[src/rtl/psg_write_bridge.sv]
// CPU-to-PSG write bridge: byte FIFO drained by a SETUP/STROBE/GAP sequencer.
// Optional PSG_BRIDGE_DROP_CNT_EN adds a saturating dropped-write counter.
module psg_write_bridge #(
  parameter int DEPTH = 8,
  parameter int GAP   = 2
) (
  input  logic                     CLK,
  input  logic                     RST,
  input  logic                     cpu_wr,
  input  logic [7:0]               cpu_data,
  output logic                     cpu_busy,
  output logic [$clog2(DEPTH):0]   level,
  output logic                     nWE,
  output logic                     nCE,
  output logic [7:0]               D,
  input  logic                     READY
`ifdef PSG_BRIDGE_DROP_CNT_EN
  ,
  output logic [7:0]               drop_count
`endif
);

  localparam int AW = $clog2(DEPTH);
  localparam int LW = AW + 1;

  typedef enum logic [1:0] {
    IDLE   = 2'd0,
    SETUP  = 2'd1,
    STROBE = 2'd2,
    GAPS   = 2'd3
  } state_t;

  state_t state, next;

  logic [7:0]    mem [DEPTH];
  logic [AW-1:0] wr_ptr, rd_ptr;
  logic [3:0]    gcnt;
  logic          full, empty, push, pop;

  assign full     = (level == LW'(DEPTH));
  assign empty    = (level == '0);
  assign cpu_busy = full;
  assign push     = cpu_wr & ~full;
  assign pop      = (state == STROBE);

  // Storage only; never read while empty, so left unreset.
  always_ff @(posedge CLK) begin
    if (push) mem[wr_ptr] <= cpu_data;
  end

  // FIFO pointers and occupancy.
  always_ff @(posedge CLK or posedge RST) begin
    if (RST) begin
      wr_ptr <= '0;
      rd_ptr <= '0;
      level  <= '0;
    end else begin
      if (push) wr_ptr <= wr_ptr + AW'(1);
      if (pop)  rd_ptr <= rd_ptr + AW'(1);
      if (push && !pop)      level <= level + LW'(1);
      else if (pop && !push) level <= level - LW'(1);
    end
  end

  // Sequencer state register.
  always_ff @(posedge CLK or posedge RST) begin
    if (RST) state <= IDLE;
    else     state <= next;
  end

  // Next-state logic; READY only matters while idle.
  always_comb begin
    next = state;
    unique case (state)
      IDLE:    if (!empty && READY) next = SETUP;
      SETUP:   next = STROBE;
      STROBE:  next = GAPS;
      GAPS:    if (gcnt <= 4'd1) next = IDLE;
      default: next = IDLE;
    endcase
  end

  // Registered bus outputs and gap down-counter.
  always_ff @(posedge CLK or posedge RST) begin
    if (RST) begin
      nWE  <= 1'b1;
      nCE  <= 1'b1;
      D    <= 8'h00;
      gcnt <= 4'd0;
    end else begin
      nWE <= (next != STROBE);
      nCE <= (next != STROBE);
      if (state == IDLE && next == SETUP) D <= mem[rd_ptr];
      if (state == STROBE)     gcnt <= 4'(GAP);
      else if (state == GAPS)  gcnt <= gcnt - 4'd1;
    end
  end

`ifdef PSG_BRIDGE_DROP_CNT_EN
  // Count writes refused because the FIFO was full.
  always_ff @(posedge CLK or posedge RST) begin
    if (RST) drop_count <= 8'h00;
    else if (cpu_wr && full && drop_count != 8'hFF)
      drop_count <= drop_count + 8'h01;
  end
`endif

endmodule
[config.mk]
export PLATFORM = sky130hd
export DESIGN_NAME = psg_write_bridge
export DESIGN_NICKNAME = d
export VERILOG_FILES = /design/src/rtl/psg_write_bridge.sv
export SDC_FILE = /design/constraint.sdc
export NUM_CORES = 1
export LEC_CHECK = 0
export CAP_MARGIN = 20
export CELL_PAD_IN_SITES_DETAIL_PLACEMENT = 1
export CELL_PAD_IN_SITES_GLOBAL_PLACEMENT = 2
export CORE_MARGIN = 2
export CORE_UTILIZATION = 45
export CTS_BUF_LIST = sky130_fd_sc_hd__clkbuf_2 sky130_fd_sc_hd__clkbuf_4 sky130_fd_sc_hd__clkbuf_8
export DETAILED_ROUTE_END_ITERATION = 12
export PLACE_DENSITY = 0.83
export SLEW_MARGIN = 40
export SYNTH_ARGS = -nofsm -noshare
export SYNTH_HDL_FRONTEND = slang
export SYNTH_SLANG_ARGS = --single-unit
[constraint.sdc]
create_clock -name CLK -period 7.6 [get_ports CLK]
set_input_delay 1.9 -clock CLK [delete_from_list [all_inputs] [get_ports CLK]]
set_output_delay 1.9 -clock CLK [all_outputs]
set_load 0.01 [all_outputs]
==> flow_summary_export.csv <==
group,metric,value,unit
pwr,power_frac_seq,48.1,%
pwr,p_comb_share,32.5,%
floorplan,dieArea,0.00890,mm^2
timing,clock.fmax,246,MHz
floorplan,dieWidth,94.4,um
pwr,p_int,1.08,mW
floorplan,rows,32,
clock_tree,cts.sinks,89,
yosys,yosys.cell_count.top_type,"edfxtp_1",
placed_design,dp_hpwl,4.30,mm
layout,antennaDiodeCount,0,
pwr,total_leakage_power,1.49,nW
detailed_routing,drt-pass1-iter-count,4,
timing,relSlewSlack,44.0,%
yosys,avgSynthCellArea,17.3,um^2
yosys,synth_common_cells,"edfxtp_1 (64), dfrtp_1 (24), nor2_1 (16), mux4_2 (10)",
detailed_routing,drt_iter0_drc,56,
timing,hold_viol_final,0,
layout,final_area,0.00422,mm^2
yosys,synth_edf_count,64,
timing,rsz0062_at_grt,"false",
floorplan,dieHeight,94.4,um
clock_tree,path_clk_slew,0.08,ns
timing,finalCriticalPeriod,4.06,ns
floorplan,start_util,47.1,%
detailed_routing,vias,1868,
yosys,synthArstFlopShare,28.1,%
yosys,ys_ff_latch,89,
setup_path,crit_fanout,6,
clock_tree,cts_tree,"built",
floorplan,core-area,0.00781,mm^2
job,cap_violations,0,
setup_path,crit_slowest_cell,"clkdlybuf4s50_1",
clock_tree,cts-root-buf,"clkbuf_8",
clock_tree,hold_buffers,0,
detailed_routing,vias_per_cell,5.34,
detailed_routing,wl_met2,3.23,mm
yosys,synth_top_area_cell,"edfxtp_1",
clock_tree,clk_path_buf_depth,2,
timing,fin_tns_setup,0,ns
yosys,synth_fp_nets,232,
timing,setup_viol,0,
setup_path,crit_chain,"clkdlybuf4s50_1, a21boi_2, ha_1, inv_1, ha_1, a21o_1, a2111oi_2, a31oi_1, a221o_1",
setup_path,cp-start-kind,"primary input",
layout,layout.nets,263,
yosys,synth-seq-area-share,69.4,%
grt,antenna_found_initial,0,
yosys,synth_ff_type,"edfxtp_1",
setup_path,max_stage_delay,0.45,ns
timing,finalMaxSlewViolations,0,
yosys,ys.warnings.count,0,
pwr,clockPowerShare,19.4,%
detailed_routing,drc,0,
yosys,synth_top_area_share,52.3,%
pwr,swShare,33.0,%
placed_design,gp_congestion,0.674,
detailed_routing,wl_met3,192,um
detailed_routing,dr.max_layer_used,"met4",
setup_path,worstSetupPathType,"in -> reg",
pwr,ir_worst_vdd,0.148,mV
clock_tree,clock_latency,0.35,ns
floorplan,num_io_pins,27,
pwr,power_density,381,mW/mm^2
detailed_routing,finalWirelength,6.53,mm
yosys,synth_area_leaders,"edfxtp_1 (52%), dfrtp_1 (16%), mux4_2 (6.1%), mux4_1 (4.3%), ha_1 (2.4%)",
clock_tree,post-cts-setup-buffers,0,
setup_path,cp_data_required_time,7.83,ns
detailed_routing,wl_met1,3.01,mm
grt,grt_pass1_wl,10.2,mm
clock_tree,cts_buffers,9,
worst_hold_path,hold_path.class,"reg -> reg",
layout,drive_above_1_share,16.1,%
pwr,p_sw,0.531,mW
setup_path,r2r_slack,4.81,ns
yosys,synthesis.instances,212,
setup_path,endpoint_kind,"register",
setup_path,cp_common_cell,"ha_1",
placed_design,dpl_cell_area,0.00401,mm^2
layout,area_growth,14.8,%
timing,finalCritPeriodShare,53.4,%
setup_path,critPathArrivalTime,4.29,ns
run_status,outcome,"finished clean",
clock_tree,cts_resized,0,
detailed_routing,drt.antenna.violating_nets,0,
timing,finalClockSkew,0.0101,ns
yosys,yosysUniqueCellTypes,39,
detailed_routing,wl_per_cell,18.7,um
grt,grt_max_degree,26,
grt,gr-total-overflow,0,
clock_tree,htree_levels,3,
yosys,synth.cell_area,0.00367,mm^2
placed_design,io_buffers,26,
grt,first_global_vias,1921,
grt,grt_util_all_layers,16.2,%
timing,worst_slew_pin_slew,0.837,ns
per-layer routing:
layer | GRT usage (%) | vias to the layer above
met5 | 0 | -
met4 | 5.80 | 0
met3 | 4.31 | 10
met2 | 26.4 | 30
met1 | 21.2 | 948
li1 | - | 880
worst paths after layout:
path	from	end	depth (start not counted)
max in group asynchronous	RST	rd_ptr[1]	2
max	cpu_wr	level[3]	9
max reg2reg	state[1]	level[3]	9
min	wr_ptr[0]	wr_ptr[0]	1
min reg2reg	wr_ptr[0]	wr_ptr[0]	1
min in group asynchronous	RST	gcnt[0]	2
state kept, by name, summed over array words and instances (netlist names):
| register | cells |
|---|---|
| mem | 64 |
| D | 8 |
| gcnt | 4 |
| level | 4 |
| rd_ptr | 3 |
| wr_ptr | 3 |
| state | 2 |
| nCE | 1 |
cells by family (layout without fill, tap and decap cells):
| logic type | Yosys count | count (layout) | synth area share [%] |
|---|---|---|---|
| xor+xnor | 6 | 6 | 1.43 |
| flops | 89 | 89 | 69.4 |
| buf+inv | 16 | 52 | 2.72 |
| mux | 26 | 26 | 13.2 |
| simple gates | 43 | 43 | 6.03 |
| compound gates | 24 | 24 | 4.29 |
| fa+ha+maj | 8 | 8 | 2.93 |
through the flow:
stage          instances  utilization (%)  total power, mW  worst slack (ns)  hold slack, ns
3_5_place_dp         333             51.3             1.31              3.17           0.515
5_1_grt              350             54.0             1.71              3.38           0.554
6_report             350             54.0             1.61              3.54           0.522
4_1_cts              349             53.8             1.62              3.54           0.529
2_1_floorplan        212                -             1.13              3.81           0.480
3_3_place_gp         333             51.3             1.28              3.23           0.506
power by group through the flow:
stage | clock network, mW | registers (mW) | logic, mW
detailed placement | 0 | 0.790 | 0.521
finish | 0.312 | 0.774 | 0.522
CTS | 0.322 | 0.779 | 0.523
floorplan | 0 | 0.728 | 0.402
global route | 0.337 | 0.798 | 0.578
global placement | 0 | 0.784 | 0.498
critical path, delay by kind of cell:
kind            cells  cell delay (ns)
fa+ha+maj           2             0.55
compound gates      5             1.26
buf+inv             2             0.57
cells in the final DEF (no fill, tap or decap), types with 6 or more instances in the layout:
cell | netlist | layout
a21oi_1 | 9 | 9
clkbuf_8 | 0 | 9
clkdlybuf4s50_1 | 0 | 26
dfrtp_1 | 24 | 23
edfxtp_1 | 64 | 64
ha_1 | 7 | 7
inv_1 | 7 | 6
mux2i_1 | 8 | 8
mux4_1 | 6 | 6
mux4_2 | 10 | 10
nand2_1 | 9 | 9
nor2_1 | 16 | 11
cell type report:
cell class                      count  area [um^2]
Fill cell                         737         3590
Sequential cell                    89         2550
Timing Repair Buffer               29          283
Tap cell                          102          128
Clock inverter                      7         70.1
Multi-Input combinational cell    107         1040
Clock buffer                        9          124
Inverter                            7         26.3
No activity file was read; power rests on OpenSTA's default activity.
